[config.mk]
export PLATFORM = sky130hd
export DESIGN_NAME = uart_receiver_flat
export DESIGN_NICKNAME = d
export VERILOG_FILES = /design/src/rtl/uart_pkg.sv /design/src/rtl/uart_receiver_if.sv /design/src/rtl/sync_2ff.sv /design/src/rtl/uart_receiver.sv /design/src/flat_wrapper.sv
export SDC_FILE = /design/constraint.sdc
export NUM_CORES = 1
export LEC_CHECK = 0
export ABC_AREA = 1
export CAP_MARGIN = 20
export CORE_MARGIN = 3
export CORE_UTILIZATION = 40
export CTS_CLUSTER_DIAMETER = 80
export DETAILED_ROUTE_END_ITERATION = 6
export PLACE_DENSITY_LB_ADDON = 0.2
export SLEW_MARGIN = 15
export SYNTH_ARGS = -nofsm -noshare
export SYNTH_HDL_FRONTEND = slang
export SYNTH_SLANG_ARGS = --single-unit
export TNS_END_PERCENT = 5
[constraint.sdc]
create_clock -name clock -period 1.9 [get_ports clock]
set_input_delay 0.38 -clock clock [delete_from_list [all_inputs] [get_ports clock]]
set_output_delay 0.38 -clock clock [all_outputs]
set_load 0.01 [all_outputs]
[src/rtl/uart_pkg.sv]
// rtl/uart_pkg.sv - shared UART frame constants and receiver state encoding
//
// Purpose: one place for the 8N1 frame shape and the receiver FSM states,
// so the receiver, its bus interface and the bench agree on widths.
// Ports: none (package).

package uart_pkg;

  localparam int DATA_BITS = 8;
  localparam int CNT_W     = 16;

  typedef logic [CNT_W-1:0]     cnt_t;
  typedef logic [DATA_BITS-1:0] byte_t;

  typedef enum logic [2:0] {
    ST_IDLE,
    ST_START,
    ST_DATA,
    ST_STOP,
    ST_RECOVER
  } rx_state_t;

endpackage

[src/rtl/uart_receiver_if.sv]
// rtl/uart_receiver_if.sv - byte handshake between the UART receiver and its consumer
//
// Purpose: groups the received-byte holding register, its valid/ack handshake
// and the error/overrun flags.
// Signals:
//   rxdata   receiver -> consumer  last accepted byte
//   rxvalid  receiver -> consumer  byte available (level)
//   rxack    consumer -> receiver  one-cycle acknowledge
//   rxerror  receiver -> consumer  one-cycle framing-error pulse
//   overrun  receiver -> consumer  sticky, a byte was dropped
// Modports: master = receiver side, slave = consumer side.

interface uart_receiver_if;

  logic [uart_pkg::DATA_BITS-1:0] rxdata;
  logic                           rxvalid;
  logic                           rxack;
  logic                           rxerror;
  logic                           overrun;

  modport master (
    output rxdata,
    output rxvalid,
    output rxerror,
    output overrun,
    input  rxack
  );

  modport slave (
    input  rxdata,
    input  rxvalid,
    input  rxerror,
    input  overrun,
    output rxack
  );

endinterface

[src/rtl/sync_2ff.sv]
// rtl/sync_2ff.sv - two-flop synchronizer for a single asynchronous input
//
// Purpose: brings an asynchronous level (serial line, button) into the
// clock domain. Both flops reset to RESET_VALUE so an idle line does not
// look like an edge after reset.
// Ports:
//   clock  in   system clock
//   reset  in   asynchronous, active-high
//   d      in   asynchronous input
//   q      out  synchronized output, two clocks of latency

module sync_2ff #(
  parameter logic RESET_VALUE = 1'b1
) (
  input  logic clock,
  input  logic reset,
  input  logic d,
  output logic q
);

  logic meta;

  always_ff @(posedge clock or posedge reset) begin
    if (reset) begin
      meta <= RESET_VALUE;
      q    <= RESET_VALUE;
    end else begin
      meta <= d;
      q    <= meta;
    end
  end

endmodule

[src/rtl/uart_receiver.sv]
// rtl/uart_receiver.sv - 8N1 UART receiver with one-entry output register
//
// Purpose: recovers start / 8 data (LSB first) / stop frames by mid-bit
// sampling, checks start and stop bits, and hands each byte to the consumer
// through a valid/ack holding register with overrun and framing-error flags.
// Parameters:
//   clockperbit  clocks per bit period (4..65535), must match the transmitter
// Ports:
//   clock   in   system clock, rising edge
//   reset   in   asynchronous, active-high
//   rx      in   serial line, asynchronous, idles high
//   rx_bus  master side of uart_receiver_if (rxdata/rxvalid/rxack/rxerror/overrun)

module uart_receiver
  import uart_pkg::*;
#(
  parameter int clockperbit = 10
) (
  input  logic            clock,
  input  logic            reset,
  input  logic            rx,
  uart_receiver_if.master rx_bus
);

  // Start bit is checked half a bit after the falling edge; every later
  // sample is a whole bit further on.
  localparam cnt_t HALF_LOAD = cnt_t'(clockperbit / 2 - 1);
  localparam cnt_t BIT_LOAD  = cnt_t'(clockperbit - 1);

  logic      rxs;
  rx_state_t state;
  cnt_t      count;
  logic [2:0] bit_idx;
  byte_t     shift_reg;
  byte_t     rxdata_q;
  logic      rxvalid_q;
  logic      rxerror_q;
  logic      overrun_q;

  logic stop_sample;
  logic deliver;
  logic ack_take;

  sync_2ff #(
    .RESET_VALUE(1'b1)
  ) u_rx_sync (
    .clock(clock),
    .reset(reset),
    .d    (rx),
    .q    (rxs)
  );

  assign stop_sample = (state == ST_STOP) && (count == '0);
  assign deliver     = stop_sample && rxs;
  assign ack_take    = rx_bus.rxack && rxvalid_q;

  always_ff @(posedge clock or posedge reset) begin
    if (reset) begin
      state     <= ST_IDLE;
      count     <= '0;
      bit_idx   <= '0;
      shift_reg <= '0;
      rxdata_q  <= '0;
      rxvalid_q <= 1'b0;
      rxerror_q <= 1'b0;
      overrun_q <= 1'b0;
    end else begin
      rxerror_q <= 1'b0;

      case (state)
        ST_IDLE: begin
          if (!rxs) begin
            count <= HALF_LOAD;
            state <= ST_START;
          end
        end
        ST_START: begin
          if (count != '0) begin
            count <= count - cnt_t'(1);
          end else if (!rxs) begin
            count   <= BIT_LOAD;
            bit_idx <= '0;
            state   <= ST_DATA;
          end else begin
            // Line back high at mid start bit: a glitch, not a frame.
            state <= ST_IDLE;
          end
        end
        ST_DATA: begin
          if (count != '0) begin
            count <= count - cnt_t'(1);
          end else begin
            shift_reg[bit_idx] <= rxs;
            count              <= BIT_LOAD;
            if (bit_idx == 3'd7) begin
              state <= ST_STOP;
            end else begin
              bit_idx <= bit_idx + 3'd1;
            end
          end
        end
        ST_STOP: begin
          if (count != '0) begin
            count <= count - cnt_t'(1);
          end else if (rxs) begin
            // Back to IDLE at the stop midpoint so a short stop bit
            // does not cost the next frame.
            state <= ST_IDLE;
          end else begin
            rxerror_q <= 1'b1;
            state     <= ST_RECOVER;
          end
        end
        ST_RECOVER: begin
          // Wait out a break so it produces only one error.
          if (rxs) begin
            state <= ST_IDLE;
          end
        end
        default: state <= ST_IDLE;
      endcase

      // Holding register: an ack in the delivery cycle frees the slot for
      // the new byte; otherwise a byte arriving on a full slot is dropped.
      if (deliver) begin
        if (!rxvalid_q || rx_bus.rxack) begin
          rxdata_q  <= shift_reg;
          rxvalid_q <= 1'b1;
          overrun_q <= 1'b0;
        end else begin
          overrun_q <= 1'b1;
        end
      end else if (ack_take) begin
        rxvalid_q <= 1'b0;
        overrun_q <= 1'b0;
      end
    end
  end

  assign rx_bus.rxdata  = rxdata_q;
  assign rx_bus.rxvalid = rxvalid_q;
  assign rx_bus.rxerror = rxerror_q;
  assign rx_bus.overrun = overrun_q;

endmodule

[src/flat_wrapper.sv]
// flat-port wrapper written by rule: the top's interface ports become plain ports
module uart_receiver_flat import uart_pkg::*;
#(
  parameter int clockperbit = 10
)
  (clock, reset, rx, rx_bus_rxdata, rx_bus_rxvalid, rx_bus_rxerror, rx_bus_overrun, rx_bus_rxack);
  uart_receiver_if rx_bus_i ();
  input  logic clock;
  input  logic reset;
  input  logic rx;
  output wire logic [$bits(rx_bus_i.rxdata)-1:0] rx_bus_rxdata;
  output wire logic [$bits(rx_bus_i.rxvalid)-1:0] rx_bus_rxvalid;
  output wire logic [$bits(rx_bus_i.rxerror)-1:0] rx_bus_rxerror;
  output wire logic [$bits(rx_bus_i.overrun)-1:0] rx_bus_overrun;
  input wire logic [$bits(rx_bus_i.rxack)-1:0] rx_bus_rxack;
  assign rx_bus_rxdata = rx_bus_i.rxdata;
  assign rx_bus_rxvalid = rx_bus_i.rxvalid;
  assign rx_bus_rxerror = rx_bus_i.rxerror;
  assign rx_bus_overrun = rx_bus_i.overrun;
  assign rx_bus_i.rxack = rx_bus_rxack;
  uart_receiver #(.clockperbit(clockperbit)) u_core (.clock(clock), .reset(reset), .rx(rx), .rx_bus(rx_bus_i));
endmodule
==> insert_results.sql <==
INSERT INTO impl_metrics (metric_group, metric, value, unit) VALUES
('drt', 'initialDrtViolationCount', '61', ''),
('run', 'cap_viol_max_count', '0', ''),
('timing', 'finalWorstSetupSlack', '190', 'ps'),
('placed_design', 'dpl_cells', '400', ''),
('drt', 'drc', '0', ''),
('setup_path', 'arrival_worst_endpoint', '1880', 'ps'),
('min_path', 'hold_start', 'u_core.u_rx_sync.meta', ''),
('synth', 'syn-cell-area', '0.00239', 'mm²'),
('drt', 'drt_wl_total', '4.67', 'mm'),
('global_route', 'overflow', '0', ''),
('setup_path', 'regToRegStartpoint', 'u_core.count[1]', ''),
('setup_path', 'worstSetupStartpointType', 'flip-flop', ''),
('synth', 'yosysTopAreaCellShare', '0.428', ''),
('cts', 'cts_buffer_depth', '2', ''),
('power_and_ir_drop', 'power.ir.vdd_worst', '0.752', 'mV'),
('synth', 'synth-main-ff-cell', 'dfrtp_1', ''),
('drt', 'drt-wirelength-per-cell', '11.4', 'µm'),
('drt', 'postRouteAntennaNets', '0', ''),
('min_path', 'class_of_the_worst_hold_path', 'reg2reg', ''),
('setup_path', 'critical_path.endpoint_type', 'flip-flop', ''),
('finish', 'max_reg_flops', '16', ''),
('global_route', 'grt_antenna_before_repair', '0', ''),
('setup_path', 'worstSetupPathType', 'reg2reg', ''),
('die', 'io-pin-count', '15', ''),
('drt', 'dr_total_vias', '1948', ''),
('placed_design', 'io_buffers', '14', ''),
('synth', 'synth_edf_count', '0', ''),
('timing', 'finClkSkew', '10.7', 'ps'),
('synth', 'ys_seq_elements', '43', ''),
('synth', 'synth_fp_nets', '321', ''),
('finish', 'finalNetCount', '343', ''),
('die', 'num_rows', '27', ''),
('global_route', 'via_count_of_the_first_global_routing_pass', '1844', ''),
('synth', 'netlist-cell-type-count', '32', ''),
('placed_design', 'hpwl', '3.54', 'mm'),
('synth', 'synth_warnings', '0', ''),
('cts', 'cts-buffers-inserted', '5', ''),
('global_route', 'first_pass_grt_wire_length', '8.31', 'mm'),
('timing', 'period_share', '0.900', ''),
('timing', 'fmax', '585', 'MHz'),
('cts', 'clkTransAtPathRegs', '90', 'ps'),
('synth', 'yosysTopAreaCell', 'dfrtp_1', ''),
('cts', 'tritoncts_clock_tree', 'yes', ''),
('setup_path', 'rr_worst_depth', '9', ''),
('power_and_ir_drop', 'power_per_cell_area', '1300', 'mW/mm²'),
('cts', 'cts_hold_buffers', '0', ''),
('cts', 'tritoncts_num_sinks', '43', ''),
('timing', 'timing.final.hold_violations', '0', ''),
('synth', 'synth_area_leaders', 'dfrtp_1 43%, nand2_1 14%, nor2_1 6.1%', ''),
('synth', 'yosys.cell_count.top_type', 'nand2_1', ''),
('synth', 'syn-mean-instance-area', '7.65', 'µm²'),
('outcome', 'status', 'finished, final reports clean', ''),
('finish', 'drive_gt1_frac', '0.134', ''),
('die', 'die-area', '0.00695', 'mm²'),
('die', 'start_util', '0.424', ''),
('global_route', 'track_usage', '0.145', ''),
('timing', 'timing_worst_slew_pin_value', '395', 'ps'),
('timing', 'timing.final.max_slew_violations', '0', ''),
('placed_design', 'dp_slack', '167', 'ps'),
('placed_design', 'global_placer_s_final_weighted_congestion', '0.816', ''),
('power_and_ir_drop', 'power_leakage', '1.35', 'nW'),
('drt', 'detailedRoute.firstPassIterationCount', '4', ''),
('finish', 'layout.cells.non_filler', '408', ''),
('finish', 'antenna_cells', '0', ''),
('timing', 'slew_headroom', '0.734', ''),
('cts', 'h-tree-depth', '2', ''),
('drt', 'drt-vias-per-instance', '4.77', ''),
('setup_path', 'setup.worst_path.start', 'u_core.count[1]', ''),
('timing', 'setup_violations', '0', ''),
('finish', 'flow.area_growth_from_synthesis', '14.5', '%'),
('cts', 'post-cts-setup-buffer-count', '0', '');
[routing by layer]
| layer | global-route usage | wire length [µm] | vias to the layer above | part of all wire |
|---|---|---|---|---|
| met4 | 0.0386 | 67 | 0 | 0.014 |
| li1 | - | - | 1037 | - |
| met3 | 0.0357 | 156 | 7 | 0.033 |
| met5 | 0 | 0 | - | 0 |
| met2 | 0.231 | 2180 | 21 | 0.47 |
| met1 | 0.198 | 2260 | 883 | 0.48 |
[report_power, final]
| group | total, mW | internal (mW) | switching, mW | leakage [nW] |
|---|---|---|---|---|
| Clock | 0.602 | 0.263 | 0.339 | 0.0408 |
| Sequential | 1.25 | 1.09 | 0.158 | 0.577 |
| Combinational | 1.73 | 0.582 | 1.15 | 0.728 |
[final timing paths]
check	endpoint	slack, ps
setup / recovery	u_core.count[3]	190
hold / removal	u_core.u_rx_sync.q	360
setup reg to reg	u_core.count[3]	190
hold reg to reg	u_core.u_rx_sync.q	360
max in group asynchronous	u_core.u_rx_sync.q	1210
min in group asynchronous	u_core.rx_bus.rxdata[1]	420
[layout by cell type (no fill, tap or decap), drive strengths merged]
| master | n |
|---|---|
| inv | 43 |
| o21ai | 25 |
| clkinv | 2 |
| a22oi | 1 |
| o211a | 1 |
| dfstp | 2 |
| clkdlybuf4s50 | 14 |
| o211ai | 2 |
| nor2 | 49 |
| nor3 | 3 |
| clkinvlp | 2 |
| nand4 | 6 |
| nand3 | 24 |
| buf | 4 |
| clkbuf | 5 |
| dfrtp | 41 |
| and3 | 2 |
| xor2 | 2 |
| o21bai | 2 |
| nor4 | 1 |
| nand2 | 96 |
| ha | 4 |
| a21oi | 5 |
[worst max-delay path, cell delays in order, from the launching register on]
cell,delay [ps]
dfrtp_1,390
inv_1,90
ha_1,190
nand3_1,130
nor2_4,180
nand3_4,140
nand2_8,150
inv_2,110
nand2_1,100
o211ai_1,100
[logic make-up (layout without fill, tap and decap cells)]
| group | count (synthesis) | after routing | share of synthesized area |
|---|---|---|---|
| adders and majority gates | 4 | 4 | 0.0209 |
| and+or+nand+nor | 181 | 181 | 0.346 |
| AOI/OAI and AO/OA | 36 | 36 | 0.0951 |
| xor gates and xnor gates | 2 | 2 | 0.00732 |
| DFF | 43 | 43 | 0.450 |
| buffers and inverters | 47 | 70 | 0.0799 |
[metrics by stage]
step                total power, mW  area, µm²
floorplan                      2.61       2390
global placement               2.98       2640
detailed placement             2.99       2640
CTS                            3.60       2730
global route                   3.94       2740
finish                         3.58       2740
[what timing repair did]
action / CTS / global route
setup endpoints to repair: 0 / 7
gates resized for setup: 0 / 1
endpoints found under the hold margin: 0 / 0
[layout make-up]
| type | count | area [µm²] |
|---|---|---|
| Clock buffer | 5 | 68.8 |
| Sequential cell | 43 | 1080 |
| Multi-Input combinational cell | 223 | 1130 |
| Tap cell | 72 | 90.1 |
| Fill cell | 555 | 2900 |
| Inverter | 44 | 165 |
| Timing Repair Buffer | 18 | 183 |
| Clock inverter | 3 | 23.8 |
Note: power is estimated with default switching activity, not from simulation.
